===== src/rtl/ga_gen_ctrl.sv =====
// Generation sequencer: streams parent pairs from one population bank through the
// crossover/mutation pipeline into the other bank. Optional `pause` stall input: GA_PAUSE_EN.
module ga_gen_ctrl #(
    parameter int POP_SIZE = 16,
    parameter int PAIR_W   = 3,
    parameter int PIPE_LAT = 2,
    parameter int NUM_GENS = 100
) (
    input  logic              clk,
    input  logic              reset,
    input  logic              start,
`ifdef GA_PAUSE_EN
    input  logic              pause,
`endif
    output logic              pop_rd_en,
    output logic [PAIR_W:0]   pop_rd_addr,
    output logic              pop_wr_en,
    output logic [PAIR_W:0]   pop_wr_addr,
    output logic [15:0]       pop_wr_data,
    input  logic [7:0]        mut_child1,
    input  logic [7:0]        mut_child2,
    output logic              pipe_en,
    output logic              busy,
    output logic              done,
    output logic [15:0]       gen_count,
    output logic              result_bank
);

    localparam int                DEPTH     = 1 + PIPE_LAT;
    localparam logic [PAIR_W-1:0] LAST_PAIR = PAIR_W'(POP_SIZE / 2 - 1);
    localparam logic [15:0]       GEN_LIMIT = 16'(NUM_GENS);

    typedef enum logic [2:0] {
        IDLE,
        ISSUE,
        DRAIN,
        NEXT_GEN,
        DONE
    } state_t;

    state_t            state;
    state_t            state_next;
    logic              rd_bank;
    logic [PAIR_W-1:0] pair_idx;
    logic [DEPTH-1:0]  track_valid;
    logic [PAIR_W-1:0] track_idx [DEPTH];
    logic              active;
    logic              stall;
    logic              tail_valid;
    logic              drain_empty;
    logic [15:0]       gen_next;

    assign active = (state == ISSUE) || (state == DRAIN);

`ifdef GA_PAUSE_EN
    assign stall = pause && active;
`else
    assign stall = 1'b0;
`endif

    assign tail_valid = track_valid[PIPE_LAT];
    // Only the tail may still be valid: it is written this cycle, so the pipe empties at the edge.
    assign drain_empty = (track_valid & ~(DEPTH'(1) << PIPE_LAT)) == '0;
    assign gen_next    = (gen_count == GEN_LIMIT) ? gen_count : gen_count + 16'd1;

    assign busy = active || (state == NEXT_GEN);
    assign done = (state == DONE);

    always_ff @(posedge clk or negedge reset) begin
        if (!reset) begin
            state       <= IDLE;
            rd_bank     <= 1'b0;
            pair_idx    <= '0;
            gen_count   <= '0;
            result_bank <= 1'b0;
        end else begin
            state <= state_next;
            case (state)
                IDLE, DONE: begin
                    if (start) begin
                        gen_count <= '0;
                        pair_idx  <= '0;
                    end
                end
                ISSUE: begin
                    if (!stall) begin
                        pair_idx <= (pair_idx == LAST_PAIR) ? '0 : pair_idx + PAIR_W'(1);
                    end
                end
                NEXT_GEN: begin
                    rd_bank     <= ~rd_bank;
                    result_bank <= ~rd_bank;
                    gen_count   <= gen_next;
                end
                default: ;
            endcase
        end
    end

    // Track pipe mirrors the datapath stages so each child knows its pair index on write-back.
    always_ff @(posedge clk or negedge reset) begin
        if (!reset) begin
            track_valid <= '0;
            for (int i = 0; i < DEPTH; i++) begin
                track_idx[i] <= '0;
            end
        end else if (!stall) begin
            track_valid[0] <= (state == ISSUE);
            track_idx[0]   <= pair_idx;
            for (int i = 1; i < DEPTH; i++) begin
                track_valid[i] <= track_valid[i-1];
                track_idx[i]   <= track_idx[i-1];
            end
        end
    end

    always_comb begin
        state_next = state;
        case (state)
            IDLE, DONE: begin
                if (start) state_next = ISSUE;
            end
            ISSUE: begin
                if (!stall && pair_idx == LAST_PAIR) state_next = DRAIN;
            end
            DRAIN: begin
                if (!stall && drain_empty) state_next = NEXT_GEN;
            end
            NEXT_GEN: begin
                state_next = (gen_next == GEN_LIMIT) ? DONE : ISSUE;
            end
            default: state_next = IDLE;
        endcase
    end

    always_comb begin
        pop_rd_en   = 1'b0;
        pop_rd_addr = '0;
        pop_wr_en   = 1'b0;
        pop_wr_addr = '0;
        pop_wr_data = '0;
        pipe_en     = active && !stall;
        if (state == ISSUE && !stall) begin
            pop_rd_en   = 1'b1;
            pop_rd_addr = {rd_bank, pair_idx};
        end
        if (tail_valid && !stall) begin
            pop_wr_en   = 1'b1;
            pop_wr_addr = {~rd_bank, track_idx[PIPE_LAT]};
            pop_wr_data = {mut_child1, mut_child2};
        end
    end

endmodule


===== config.mk =====
export PLATFORM = sky130hd
export DESIGN_NAME = ga_gen_ctrl
export DESIGN_NICKNAME = d
export VERILOG_FILES = /design/src/rtl/ga_gen_ctrl.sv
export SDC_FILE = /design/constraint.sdc
export NUM_CORES = 1
export LEC_CHECK = 0
export ABC_AREA = 1
export BUFFER_PORTS_ARGS = -buffer_cell sky130_fd_sc_hd__buf_2
export CORE_AREA = 2 2 79 66
export DETAILED_ROUTE_END_ITERATION = 12
export DIE_AREA = 0 0 81 68
export PLACE_DENSITY = 0.7
export SYNTH_ARGS = -nofsm -noshare
export SYNTH_HDL_FRONTEND = slang
export SYNTH_SLANG_ARGS = --single-unit

===== constraint.sdc =====
create_clock -name clk -period 2.2 [get_ports clk]
set_input_delay 0.55 -clock clk [delete_from_list [all_inputs] [get_ports clk]]
set_output_delay 0.55 -clock clk [all_outputs]
set_load 0.05 [all_outputs]

## Word-level counts from Yosys, hierarchy flattened

Cells that the tools add are included.

- Output and inout port bits: 46
- Bits in registers: 35

- Muxes and demuxes: 16
- Add/subtract/negate cells: 2
- Equal/unequal tests: 10
- Reductions and logical operators: 10
- Bitwise operators: 1

Operators with widths:

| cell | number |
|---|---|
| 16-bit two-way mux | 3 |
| 16-bit by 7-bit equality test with 1-bit output, second input constant | 2 |
| 16-bit case mux with 2 select lines | 1 |
| 3-bit two-way mux | 6 |
| 16-bit by 1-bit adder with 16-bit output, second input constant | 1 |
| 3-bit case mux with 4 select lines | 1 |
| 4-bit two-way mux | 2 |
| 3-bit by 2-bit equality test with 1-bit output, second input constant | 2 |
| 3-bit equality test, second input constant | 2 |
| 3-bit zero test | 2 |
| 3-bit case mux with 2 select lines | 1 |
| 2-bit inequality test, second input constant | 2 |
| 2-bit AND reduction | 2 |
| 2-bit nonzero test | 2 |
| 3-bit by 1-bit adder with 3-bit output, second input constant | 1 |
| 3-bit by 1-bit equality test with 1-bit output, second input constant | 1 |
| 3-bit AND reduction | 1 |
| 1-bit logical OR | 2 |
| 1-bit two-way mux | 2 |
| 2-bit by 1-bit inequality test with 1-bit output, second input constant | 1 |
| 2-bit OR reduction | 1 |
| 1-bit NOT | 1 |

## Logic depth before layout (Yosys ltp)

- Depth after elaboration: 5
- Gate-level depth with buffers: 14
- Gate-level depth less buffers: 14

## Worst setup path after synthesis

No wires, ideal clock.

- Path kind: register to output
- Start point: reg state[2]
- End point: out pop_rd_addr[0]
- Setup slack: -1.093 ns
- Stages on the path, launching flop included: 4
- Data arrival time: 2.743 ns
- Cell sequence: dfrtp_1 nor3_1 inv_1 nor2_1

- Cells in the longest elaborated chain, start to end: 2

Ends and longest elaborated chain:

| element | RTL line | RTL |
|---|---|---|
| start: declaration | 41 | `state_t state;` |
| start signal: assignment | 77 | `state <= state_next;` |
| 3-bit by 1-bit equality test with 1-bit output | 143 | `if (state == ISSUE && !stall) begin` |
| 4-bit two-way mux | 143 |  |
| end: declaration | 16 | `output logic [PAIR_W:0] pop_rd_addr,` |

Every way passes these cells.

## Worst setup path in the final report

- Start point: reg state[2]
- End point: out pipe_en

- Cells in the longest elaborated chain, start to end: 2
- Elaborated cells between the ends (all ways): 3
- Classes of those cells: 2 x eq/ne; 1 x reduce/logical

Ends and longest elaborated chain:

| element | RTL line | RTL |
|---|---|---|
| 3-bit by 1-bit equality test with 1-bit output / 3-bit by 2-bit equality test with 1-bit output (equally long branches) | 53 | `assign active = (state == ISSUE) \|\| (state == DRAIN);` |
| 1-bit logical OR * | 53 |  |
| end: declaration | 22 | `output logic pipe_en,` |

Mark *: on every way between the ends. The rest lies on a longest branch, timed or not.

==> parameters.txt <==
Parameter                              Value

Yosys
  Most used standard cell by instance count after synthesis    nand2_1
  Post-Synthesis Mean Instance Area    7.113 µm²
  Top cell type's share of synthesized area    42.60%
  Commonest cells in the synthesized netlist    nand2_1, inv_1, nor2_1, dfrtp_1, nand3_1
  Syn Std Cell Area    2056 µm²
  Cell count after synthesis    289
  Most frequently used flop master after synthesis    dfrtp_1
  Yosys warns    0
  Post-synthesis cell type with the largest combined area    dfrtp_1
  Synthesis-stage register bit count    35
  Area contributors post-synth    dfrtp_1, nand2_1, inv_1, nor2_1, nand3_1
  Synth Net Count    312
  Number of enable flip-flop cells after synthesis    0
  Number of unique standard cell types used by synthesis    20
  Fraction of synthesis flops using an asynchronous set or reset pin    100.0%
  Seq/Total Area, Yosys    42.60%

STA
  Rel. slew slack    48.17%
  Unrepaired setup endpoints after global routing    no
  Fraction of the cycle the final worst path needs    92.44%
  Setup tns final    0 ns
  Final worst setup slack    0.1663 ns
  Worst clock skew    0.01156 ns
  Setup violation total in the final timing report    0
  Number of hold-slack violations in the final timing report    0
  Final period demand of the worst path    2.034 ns
  Hold_ws    0.3109 ns
  Max Clock Freq    491.7 MHz
  Max-slew violation count    0
  Slew of the pin with the lowest slew margin    0.7774 ns

GRT
  Number of global-route vias before repair    1812
  Largest net degree at the start of global routing    36
  Global-route total usage across every layer    20.06%
  Wire length of the first global-routing pass    8217 µm
  Initial antenna violation count    0
  Global route total overflow    0

Floorplanning
  Core area    4777 µm²
  Starting Density    43.03%
  Site Rows    23
  Die area    5508 µm²
  Width of the die    81 µm
  Height of the chip    68 µm
  IO Pins    65

Worst setup path
  Crit-path cells    nor3_4 -> inv_2 -> nand2_1 -> clkbuf_4
  Worst-case reg-to-reg path depth    13
  Worst path required time    1.65 ns
  Setup crit start kind    flop
  Family with the most delay on the worst path    flip-flops
  Critical Path Max Stage Delay    0.43 ns
  Data arrival time at the worst-slack endpoint    1.48 ns
  Worst R2R End    state[0]
  Setup slack on the worst flop-to-flop path    0.25 ns
  WS Path Type    reg2out
  CP bufs+invs    2
  Critical path's slowest cell    dfrtp_1
  Kind of capture point of the worst setup path    primary output
  Top fanout value on the critical path    8
  Crit Reg-Reg Startpoint    gen_count[0]

Pwr
  Worst VDD drop    1.001 mV
  Relative contribution of the clock network to total power    18.9%
  Cell-internal power    1.542 mW
  Overall power after layout    3.259 mW
  Combinational group share of total power    50.7%
  Net switching power    1.717 mW
  Leak    1.481 nW
  Power Density    1259 nW/µm²
  Switching fraction of total power    52.69%
  Reg power frac    30.4%

Clock tree
  Buffer levels on the longest clock path    2
  Clk sinks    35
  Root buffer cell    clkbuf_8
  Number of H-tree levels    2
  Clock tree from TritonCTS    done
  CTS clk-pin slew, worst paths    0.09 ns
  CTS Buf Count    5
  Total setup buffers inserted after CTS    0
  Clk Latency, worst-skew pair    0.31 ns

Route
  Average detailed-routed wire length per instance    12.02 µm
  Final Routed Wirelength    5049 µm
  Number of remaining DRC errors    0
  Avg Vias per Cell    4.757
  Iter 0 DRT Violations    120
  Total via count after detailed routing    1998
  Number of iterations in the first detailed-routing pass    4
  Final ANT Viol Nets    0

Layout
  Synthesis-to-layout area growth    25.87%
  Share of final-layout standard cells stronger than drive strength 1    26.54%
  Ant. Diodes    0
  Final Net Count    380
  Fill cells    479

Placement
  Number of port buffers    64
  HPWL after detailed placement    3773 µm
  DP Worst Slack    0.2781 ns
  Placer's final routability congestion estimate    0.9006

Flow run
  Max Cap Viol    0

Worst hold path
  Hold Crit Class    in2async

Outcome
  Outcome    finished, final reports clean
worst register-to-register path: cells and delay by family (launching register included):
kind / cells / cell delay [ns]
and+or+nand+nor: 10 / 0.89
DFF: 1 / 0.44
adders and majority gates: 1 / 0.26
xor gates and xnor gates: 1 / 0.15
buffers and inverters: 1 / 0.09
registers in the layout, summed over array words and instances (netlist names):
register     cells
pair_idx         3
rd_bank          1
track_valid      3
track_idx        9
gen_count       16
state            3
how the worst max path moves through the flow:
stage | from | endpoint | slack [ns] | cells past startpoint
finish | state[2] | pipe_en | 0.17 | 4
global route | state[2] | pipe_en | 0.04 | 4
CTS | state[2] | pipe_en | 0.05 | 4
detailed placement | gen_count[0] | state[0] | 0.28 | 13
global placement | state[2] | pipe_en | 0.37 | 4
floorplan | state[2] | pop_rd_addr[0] | -0.07 | 3
metal layers:
layer / global-route usage [%] / wire length [µm] / up-vias
met5: 0 / 0 / -
met4: 8.686 / 83 / 0
met3: 5.541 / 495 / 8
met2: 29.44 / 2073 / 95
met1: 27.88 / 2397 / 870
li1: - / - / 1025
cell type report:
class                   count  area (µm²)  area share (%)
clock buffers               5       68.82           2.660
clock inverters             3       47.55           1.838
inverters                  52       195.2           7.544
multi-input cells         198       989.7           38.25
flip-flops and latches     35       875.8           33.85
well taps                  62       77.57           2.998
repair buffers             65       332.8           12.86
metrics by stage:
stage               instance area (µm²)  cells  util [%]
floorplan                          2077    289         -
global placement                   2466    412     51.62
global route                       2587    420     54.16
detailed placement                 2466    412     51.62
CTS                                2582    420     54.06
finish                             2587    420     54.16
cell families after synthesis:
| logic type | synth area share, % |
|---|---|
| flops | 42.60 |
| xor+xnor | 3.409 |
| fa+ha+maj | 2.435 |
| compound gates | 6.147 |
| simple gates | 35.12 |
| buf+inv | 10.29 |
power by group through the flow:
stage	clock network (mW)	logic (mW)	registers, mW
detailed placement	0	1.65	1.00
floorplan	0	1.18	1.08
global route	0.658	1.79	1.02
finish	0.616	1.65	0.989
CTS	0.623	1.65	0.991
global placement	0	1.64	0.990
cell usage in the layout, fill, tap and decap left out, types with 2 or more instances in the layout:
master / count
buf_2: 62
nor2_1: 32
clkbuf_8: 5
nand2_2: 6
clkbuf_4: 2
o21ai_0: 16
dfrtp_1: 35
nand2_1: 84
nand4_1: 6
xor2_1: 7
inv_1: 51
nor2_4: 5
o22ai_1: 5
nand3_1: 20
ha_1: 4
nor2_2: 8
timing repair:
item	4_1_cts	5_1_grt
gates resized for setup	0	3
hold buffers	0	0
setup endpoints to repair	0	5
Power figures use the tool's default switching activity.
